File: src/rtl/i2c_init_sequencer.sv
// Plays a table of I2C register writes through the Avalon I2C master's 8-bit
// register port after reset, reporting done or a latched error code/index.
module i2c_init_sequencer #(
    parameter logic [15:0] PRESCALE    = 16'd199,
    parameter int          NUM_ENTRIES = 16,
    parameter int          IDX_W       = 4,
    parameter int          POLL_LIMIT  = 65535
) (
    input  logic             csi_clk,
    input  logic             csi_reset_n,
    input  logic             start,
    output logic [2:0]       avm_address,
    output logic [7:0]       avm_writedata,
    input  logic [7:0]       avm_readdata,
    output logic             avm_read,
    output logic             avm_write,
    input  logic             avm_waitrequest,
    output logic [IDX_W-1:0] tbl_index,
    input  logic [23:0]      tbl_data,
    output logic             busy,
    output logic             done,
    output logic             error,
    output logic [1:0]       err_code,
    output logic [IDX_W-1:0] err_index
);

    localparam int               PCW       = $clog2(POLL_LIMIT + 1);
    localparam logic [PCW-1:0]   LAST_POLL = PCW'(POLL_LIMIT - 1);
    localparam logic [IDX_W-1:0] LAST_IDX  = IDX_W'(NUM_ENTRIES - 1);
    localparam logic [7:0]       SR_RXACK  = 8'h80;
    localparam logic [7:0]       SR_BUSY   = 8'h40;
    localparam logic [7:0]       SR_AL     = 8'h20;
    localparam logic [7:0]       SR_TIP    = 8'h02;

    typedef enum logic [3:0] {
        S_IDLE, S_CFG_PRL, S_CFG_PRH, S_CFG_EN, S_TXR, S_CR, S_POLL,
        S_ABT_CR, S_ABT_POLL, S_DONE, S_ERR
    } state_t;

    state_t           r_state, w_state;
    logic [1:0]       r_phase, w_phase;
    logic [IDX_W-1:0] r_idx, w_idx, r_err_idx, w_err_idx;
    logic [PCW-1:0]   r_poll, w_poll;
    logic             r_read, w_read, r_write, w_write;
    logic [2:0]       r_addr, w_addr;
    logic [7:0]       r_wdata, w_wdata;
    logic             r_busy, w_busy, r_done, w_done, r_error, w_error;
    logic [1:0]       r_code, w_code;

    logic       w_bus_idle, w_acc_done, w_tip, w_al, w_rxack, w_sr_busy;
    logic [7:0] w_txr_byte, w_cr_byte;

    assign w_bus_idle = ~r_read & ~r_write;
    assign w_acc_done = (r_read | r_write) & ~avm_waitrequest;
    assign w_tip      = |(avm_readdata & SR_TIP);
    assign w_al       = |(avm_readdata & SR_AL);
    assign w_rxack    = |(avm_readdata & SR_RXACK);
    assign w_sr_busy  = |(avm_readdata & SR_BUSY);

    // The R/W bit of the address byte is forced to write regardless of table contents.
    always_comb begin
        case (r_phase)
            2'd0:    begin w_txr_byte = tbl_data[23:16] & 8'hFE; w_cr_byte = 8'h90; end
            2'd1:    begin w_txr_byte = tbl_data[15:8];          w_cr_byte = 8'h10; end
            default: begin w_txr_byte = tbl_data[7:0];           w_cr_byte = 8'h50; end
        endcase
    end

    always_comb begin
        w_state   = r_state;
        w_phase   = r_phase;
        w_idx     = r_idx;
        w_err_idx = r_err_idx;
        w_poll    = r_poll;
        w_read    = r_read;
        w_write   = r_write;
        w_addr    = r_addr;
        w_wdata   = r_wdata;
        w_busy    = r_busy;
        w_done    = r_done;
        w_error   = r_error;
        w_code    = r_code;

        // Every access state raises its strobe from an idle bus and drops it on completion,
        // which guarantees the idle cycle between accesses.
        case (r_state)
            S_IDLE, S_DONE, S_ERR: begin
                if (start) begin
                    w_state = S_CFG_PRL;
                    w_busy  = 1'b1;
                    w_done  = 1'b0;
                    w_error = 1'b0;
                    w_code  = 2'b00;
                    w_idx   = '0;
                    w_phase = 2'd0;
                end
            end
            S_CFG_PRL: begin
                if (w_bus_idle) begin
                    w_write = 1'b1; w_addr = 3'd0; w_wdata = PRESCALE[7:0];
                end else if (w_acc_done) begin
                    w_write = 1'b0; w_state = S_CFG_PRH;
                end
            end
            S_CFG_PRH: begin
                if (w_bus_idle) begin
                    w_write = 1'b1; w_addr = 3'd1; w_wdata = PRESCALE[15:8];
                end else if (w_acc_done) begin
                    w_write = 1'b0; w_state = S_CFG_EN;
                end
            end
            S_CFG_EN: begin
                if (w_bus_idle) begin
                    w_write = 1'b1; w_addr = 3'd2; w_wdata = 8'h80;
                end else if (w_acc_done) begin
                    w_write = 1'b0; w_state = S_TXR;
                end
            end
            S_TXR: begin
                if (w_bus_idle) begin
                    w_write = 1'b1; w_addr = 3'd3; w_wdata = w_txr_byte;
                end else if (w_acc_done) begin
                    w_write = 1'b0; w_state = S_CR;
                end
            end
            S_CR: begin
                if (w_bus_idle) begin
                    w_write = 1'b1; w_addr = 3'd4; w_wdata = w_cr_byte;
                end else if (w_acc_done) begin
                    w_write = 1'b0; w_poll = '0; w_state = S_POLL;
                end
            end
            S_POLL: begin
                if (w_bus_idle) begin
                    w_read = 1'b1; w_addr = 3'd4;
                end else if (w_acc_done) begin
                    w_read = 1'b0;
                    if (w_tip) begin
                        if (r_poll == LAST_POLL) begin
                            w_code = 2'b11; w_err_idx = r_idx; w_state = S_ABT_CR;
                        end else begin
                            w_poll = r_poll + 1'b1;
                        end
                    end else if (w_al) begin
                        // Arbitration lost: the bus is no longer ours, so no STOP.
                        w_code = 2'b10; w_err_idx = r_idx;
                        w_error = 1'b1; w_busy = 1'b0; w_state = S_ERR;
                    end else if (w_rxack) begin
                        w_code = 2'b01; w_err_idx = r_idx; w_state = S_ABT_CR;
                    end else if (r_phase != 2'd2) begin
                        w_phase = r_phase + 1'b1; w_state = S_TXR;
                    end else if (r_idx == LAST_IDX) begin
                        w_done = 1'b1; w_busy = 1'b0; w_state = S_DONE;
                    end else begin
                        w_idx = r_idx + 1'b1; w_phase = 2'd0; w_state = S_TXR;
                    end
                end
            end
            S_ABT_CR: begin
                if (w_bus_idle) begin
                    w_write = 1'b1; w_addr = 3'd4; w_wdata = 8'h40;
                end else if (w_acc_done) begin
                    w_write = 1'b0; w_poll = '0; w_state = S_ABT_POLL;
                end
            end
            S_ABT_POLL: begin
                if (w_bus_idle) begin
                    w_read = 1'b1; w_addr = 3'd4;
                end else if (w_acc_done) begin
                    w_read = 1'b0;
                    if (!w_sr_busy || r_poll == LAST_POLL) begin
                        w_error = 1'b1; w_busy = 1'b0; w_state = S_ERR;
                    end else begin
                        w_poll = r_poll + 1'b1;
                    end
                end
            end
            default: w_state = S_IDLE;
        endcase
    end

    always_ff @(posedge csi_clk or negedge csi_reset_n) begin
        if (!csi_reset_n) begin
            r_state   <= S_IDLE;
            r_phase   <= 2'd0;
            r_idx     <= '0;
            r_err_idx <= '0;
            r_poll    <= '0;
            r_read    <= 1'b0;
            r_write   <= 1'b0;
            r_addr    <= 3'd0;
            r_wdata   <= 8'd0;
            r_busy    <= 1'b0;
            r_done    <= 1'b0;
            r_error   <= 1'b0;
            r_code    <= 2'b00;
        end else begin
            r_state   <= w_state;
            r_phase   <= w_phase;
            r_idx     <= w_idx;
            r_err_idx <= w_err_idx;
            r_poll    <= w_poll;
            r_read    <= w_read;
            r_write   <= w_write;
            r_addr    <= w_addr;
            r_wdata   <= w_wdata;
            r_busy    <= w_busy;
            r_done    <= w_done;
            r_error   <= w_error;
            r_code    <= w_code;
        end
    end

    assign avm_address   = r_addr;
    assign avm_writedata = r_wdata;
    assign avm_read      = r_read;
    assign avm_write     = r_write;
    assign tbl_index     = r_idx;
    assign busy          = r_busy;
    assign done          = r_done;
    assign error         = r_error;
    assign err_code      = r_code;
    assign err_index     = r_err_idx;

endmodule

File: config.mk
export PLATFORM = sky130hd
export DESIGN_NAME = i2c_init_sequencer
export DESIGN_NICKNAME = d
export VERILOG_FILES = /design/src/rtl/i2c_init_sequencer.sv
export SDC_FILE = /design/constraint.sdc
export NUM_CORES = 1
export LEC_CHECK = 0
export BUFFER_PORTS_ARGS = -buffer_cell sky130_fd_sc_hd__buf_2
export CELL_PAD_IN_SITES_DETAIL_PLACEMENT = 0
export CELL_PAD_IN_SITES_GLOBAL_PLACEMENT = 2
export CORE_MARGIN = 1
export CORE_UTILIZATION = 31
export CTS_BUF_LIST = sky130_fd_sc_hd__clkbuf_8
export DETAILED_ROUTE_END_ITERATION = 6
export PLACE_DENSITY_LB_ADDON = 0.1
export SLEW_MARGIN = 5
export SYNTH_ARGS = -nofsm -noshare
export SYNTH_HDL_FRONTEND = slang
export SYNTH_SLANG_ARGS = --single-unit
File: constraint.sdc
create_clock -name csi_clk -period 1.9 [get_ports csi_clk]
set_clock_uncertainty 0.15 [all_clocks]
set_input_delay 0.19 -clock csi_clk [delete_from_list [all_inputs] [get_ports csi_clk]]
set_output_delay 0.19 -clock csi_clk [all_outputs]
set_load 0.03 [all_outputs]
; Word level (Yosys, flattened, before mapping)
; Cells that the tools add are included.
[totals]
reg_bits = 48
inputBits = 36
output_inout_bits = 26
wordCells = 220
[classes]
addsub = 3
n_eq_ne = 58
mux = 110
bitwise_logic = 7
n_reduce_logical = 29
[op_table]
columns = operator, n
row1 = $mux 16, 9
row2 = $mux 4, 36
row3 = $ne 2x2->1 const B, 36
row4 = $mux 8, 6
row5 = $pmux 16 s3, 1
row6 = $pmux 8 s6, 1
row7 = $pmux 4 s9, 1
row8 = $pmux 8 s2, 2
row9 = $mux 1, 28
row10 = $mux 2, 14
row11 = $reduce_and 9->1, 3
row12 = $reduce_and 19->1, 1
row13 = $add 16x1->16 const B, 1
row14 = $eq 16x16->1 const B, 1
row15 = $eq 4x3->1 const B, 4
row16 = $eq 4x4->1 const B, 4
row17 = $mux 3, 5
row18 = $ne 3x3->1 const B, 5
row19 = $pmux 3 s5, 1
row20 = $reduce_and 6->1, 2
row21 = $reduce_and 11->1, 1
row22 = $reduce_and 10->1, 1
row23 = $reduce_bool 3->1, 3
row24 = $eq 4x2->1 const B, 2
row25 = 28 further kinds, 39

; Depth between registers and ports, before layout
[logic_depth]
depth_word = 9
mapped_depth = 9
ltp_nobuf = 7

; Least setup slack after synthesis
; OpenSTA, ideal clock, no wires.
[synth_path]
path_type = flip-flop to flip-flop
start = register r_poll[7]
end = register r_err_idx[0], in the netlist err_index[0]
setup_time_ps = 128
t_arrival_ps = 1739
required_time_ps = 1622
slack_ps = -117
stages_incl_launch_ff = 8
path_buffers = 1
synth_period_minus_slack_ps = 2017
cell_sequence = dfrtp_1 nand3_2 nor4_4 nand4_2 nand2_1 and3_1 buf_4 mux2_1
[synth_via]
elab_chain_cells = 3
[synth_lines]
columns = element, line_no
row1 = from (decl), 43  ; logic [PCW-1:0] r_poll, w_poll;
row2 = from (signal assigned), 202  ; r_poll <= w_poll;
row3 = $eq 16x16->1, 139  ; if (r_poll == LAST_POLL) begin
row4 = $ne 2x1->1 (no source line), n/a
row5 = $reduce_and 5->1 (no source line), n/a
row6 = to (signal assigned), 201  ; r_err_idx <= w_err_idx;
row7 = to (decl), 42  ; logic [IDX_W-1:0] r_idx, w_idx, r_err_idx, w_err_idx;
; No other way between the ends.
; A chain may end at the register's enable or synchronous reset.

; Worst setup path after layout
[layout_path]
start = register r_state[2]
end = register r_state[0]
[layout_via]
elab_chain_cells = 4
word_cells_on_any_way = 33
cone_classes = 29 x eq/ne / 1 x mux / 3 x reduce/logical
[layout_lines]
columns = element, line_no
row1 = from (decl), 40  ; state_t r_state, w_state;
row2 = from (signal assigned), 198  ; r_state <= w_state;
row3 = $eq 4x4->1 / $logic_not 4->1 (equally long branches), 86  ; case (r_state)
row4 = $reduce_or 3->1, 86
row5 = $ne 2x2->1 (no source line), n/a
row6 = $reduce_and 19->1 (no source line), n/a
; Parallel ways exist; a longest one is shown, timed or not.

==> impl_metrics.toml <==
[cells_and_area]
fillers = 910
fin_nets = 558
area_delta_synth_final_pct = 68.4
regArea_um2 = 1210
multiInputGateArea_um2 = 2030
final_layout_size_suffix_gt1_frac = 0.542
antenna_cells = 0
fin_util = 0.541

[clock_network]
root_buffer = "clkbuf_8"
clk_path_buf_depth = 2
cts_sinks = 48
tritoncts = "built"
cts_max_level = 2
worstSkewPairLatency_ns = 0.32
cts_inserted_buffers = 5
clk_pin_slew_worst_paths_ns = 0.10

[critical_path]
critical_path_peak_fanout = 7
cp.arrival_ns = 2.22
cp-end-kind = "register"
cp_top_family = "compound AO/OA/AOI/OAI gates"
cpPeakStageDelay_ns = 0.63
worstPathRequired_ns = 1.96
crit_buf_inv = 1
path_cells = "or4b_4, inv_4, a22oi_2, o211ai_4, o32ai_2, a211o_1"
slowest_stage = "or4b_4"
startpoint_type = "register"
crit_type = "reg2reg"

[yosys]
ys_seq_elements = 48
synth-edff-count = 0
synth_warnings = 0
synth_fp_nets = 377
synth-seq-area-share = 0.402
ys_types = 66
yosys.area.top_type = "dfrtp_1"
ys_top_cells_by_count = "dfrtp_1 (48), nor2_1 (38), nand2_1 (35)"
synth_flop_cell = "dfrtp_1"
async_flop_share = 1.00
synth_area_leaders = "dfrtp_1 (40%), a21oi_1 (5.2%), nor2_1 (4.8%), nand2_1 (4.4%), a31oi_1 (2.7%)"
yosysTopAreaCellShare = 0.402
netlist_area_um2 = 2990
syn_inst = 338
synth.most_common_cell = "dfrtp_1"
syn_area_per_cell_um2 = 8.83

[placement]
place_hpwl_mm = 7.00
io_buffers = 56
place_congestion = 0.883

[route]
final_antenna_net_count = 0
dr.pass1.iters = 4
via_per_inst = 4.97
wire_per_inst_um = 15.2
drt-total-wl_mm = 9.86
drt_iter0_drc = 116
vias = 3227
drc_errors = 0

[die]
core_um2 = 9280
fp.dieW_um = 100
die-area_um2 = 10000
start_util = 0.322
fp.dieH_um = 100
num_rows = 35
pin_count = 62

[global_route]
antenna_found_initial = 0
grt_overflow = 0
track_usage = 0.196
grt_max_degree = 31
grt_pass1_vias = 3200
grt_pass1_wl_mm = 15.4

[timing]
rsz0062_at_grt = "yes"
maxSlewHeadroom = 0.485
hold_viol = 0
fin_crit_sh = 1.14
whs_ns = 0.0213
period_minus_slack_ns = 2.16
fmax_ghz = 0.463
worst_slack_ns = -0.260
setup_violations = 39
drv_slew = 0
worst_slew_pin_slew_ns = 0.772

[power]
pwr-share-comb = 0.663
power_frac_seq = 0.220
ir_drop_mv = 0.601
p_leak_nw = 2.36
switchingPower_mw = 2.95
cellPowerDensity_nw_per_um2 = 1370
p_clk_frac = 0.117
p_int_mw = 3.94
switching_share = 0.428

[flow_run]
max_cap_violations = 0

[worst_hold_path]
worstHoldPathType = "in2reg"

[outcome]
status = "finished with violations"
violations = "negative setup slack"
## worst paths after layout
check,slack (ns),start,cells after the start,endpoint
worst max-delay path,-0.26,r_state[2]$_DFFE_PN0P_,6,r_state[0]$_DFFE_PN0P_
worst min-delay path,0.02,avm_waitrequest,3,avm_read$_DFFE_PN0P_
worst max register to register,-0.26,r_state[2]$_DFFE_PN0P_,6,r_state[0]$_DFFE_PN0P_
worst min register to register,0.35,done$_DFFE_PN0P_,2,done$_DFFE_PN0P_
max in group asynchronous,0.70,csi_reset_n,3,r_state[3]$_DFFE_PN0P_
min in group asynchronous,0.33,csi_reset_n,2,avm_writedata[7]$_DFFE_PN0P_
## cells by family after synthesis
kind of cell	synth area share
xor+xnor	0.00880
mux	0.0574
fa+ha+maj	0.0126
simple gates	0.227
buf+inv	0.0528
flops	0.402
compound gates	0.239
## worst min-delay path, stage by stage
cell     delay [ns]
buf_2          0.10
o21ai_0        0.09
o21ai_0        0.07
## layer usage
layer	up-vias	part of all wire	track usage
li1	1596	-	-
met1	1549	0.48	0.269
met2	67	0.47	0.323
met3	15	0.033	0.0244
met4	0	0.017	0.0580
met5	-	0	0
## area by class of cell
type / instances / share of cell area
Timing Repair Buffer: 195 / 0.293
Sequential cell: 48 / 0.241
Inverter: 10 / 0.00846
Clock inverter: 3 / 0.00921
Tap cell: 129 / 0.0321
Multi-Input combinational cell: 259 / 0.403
Clock buffer: 5 / 0.0137
## power by group through the flow
stage	logic (mW)	clock network, mW	registers [mW]
after global routing	4.90	0.868	1.56
final	4.56	0.805	1.51
after CTS	3.82	0.828	1.51
after floorplan	1.70	0	1.81
after global placement	3.55	0	1.51
after detailed placement	3.56	0	1.52
## flip-flops by register name (all words and copies together), names as in the netlist
register       count
err_code           2
r_poll            16
error              1
r_phase            2
busy               1
avm_address        3
avm_read           1
avm_write          1
err_index          4
done               1
r_state            4
tbl_index          4
avm_writedata      8
## cells in the final DEF, fill, tap and decap left out, drive strengths merged, types with 4 or more instances in the layout
cell    count
o21ai      20
clkbuf      5
dfrtp      48
o22a        4
a21oi      32
inv        11
o31ai       4
nand3      14
a41oi       4
nor2       39
nor4        4
nor2b       5
nor3        7
buf       193
a31oi      13
nand2      35
o21a        6
nand2b      7
mux2i       7
mux2        9
o211ai      4
## stage by stage
stage / setup TNS, ns / worst slack (ns) / total power, mW / instances / cell area, um2
after floorplan: -0.429 / -0.0904 / 3.52 / 338 / 3080
after global routing: -9.06 / -0.333 / 7.33 / 649 / 5030
final: -5.50 / -0.260 / 6.88 / 649 / 5030
after CTS: -3.91 / -0.200 / 6.16 / 631 / 4580
after detailed placement: -8.08 / -0.383 / 5.08 / 608 / 4190
after global placement: -7.01 / -0.334 / 5.07 / 608 / 4190
## what timing repair did
item                       CTS  global route
resized for setup           27            65
setup buffers               14            20
hold buffers                 2             0
hold endpoints to repair    29             0
setup endpoints to repair   41            45
pin swaps                   29            18
Power figures use the tool's default switching activity.
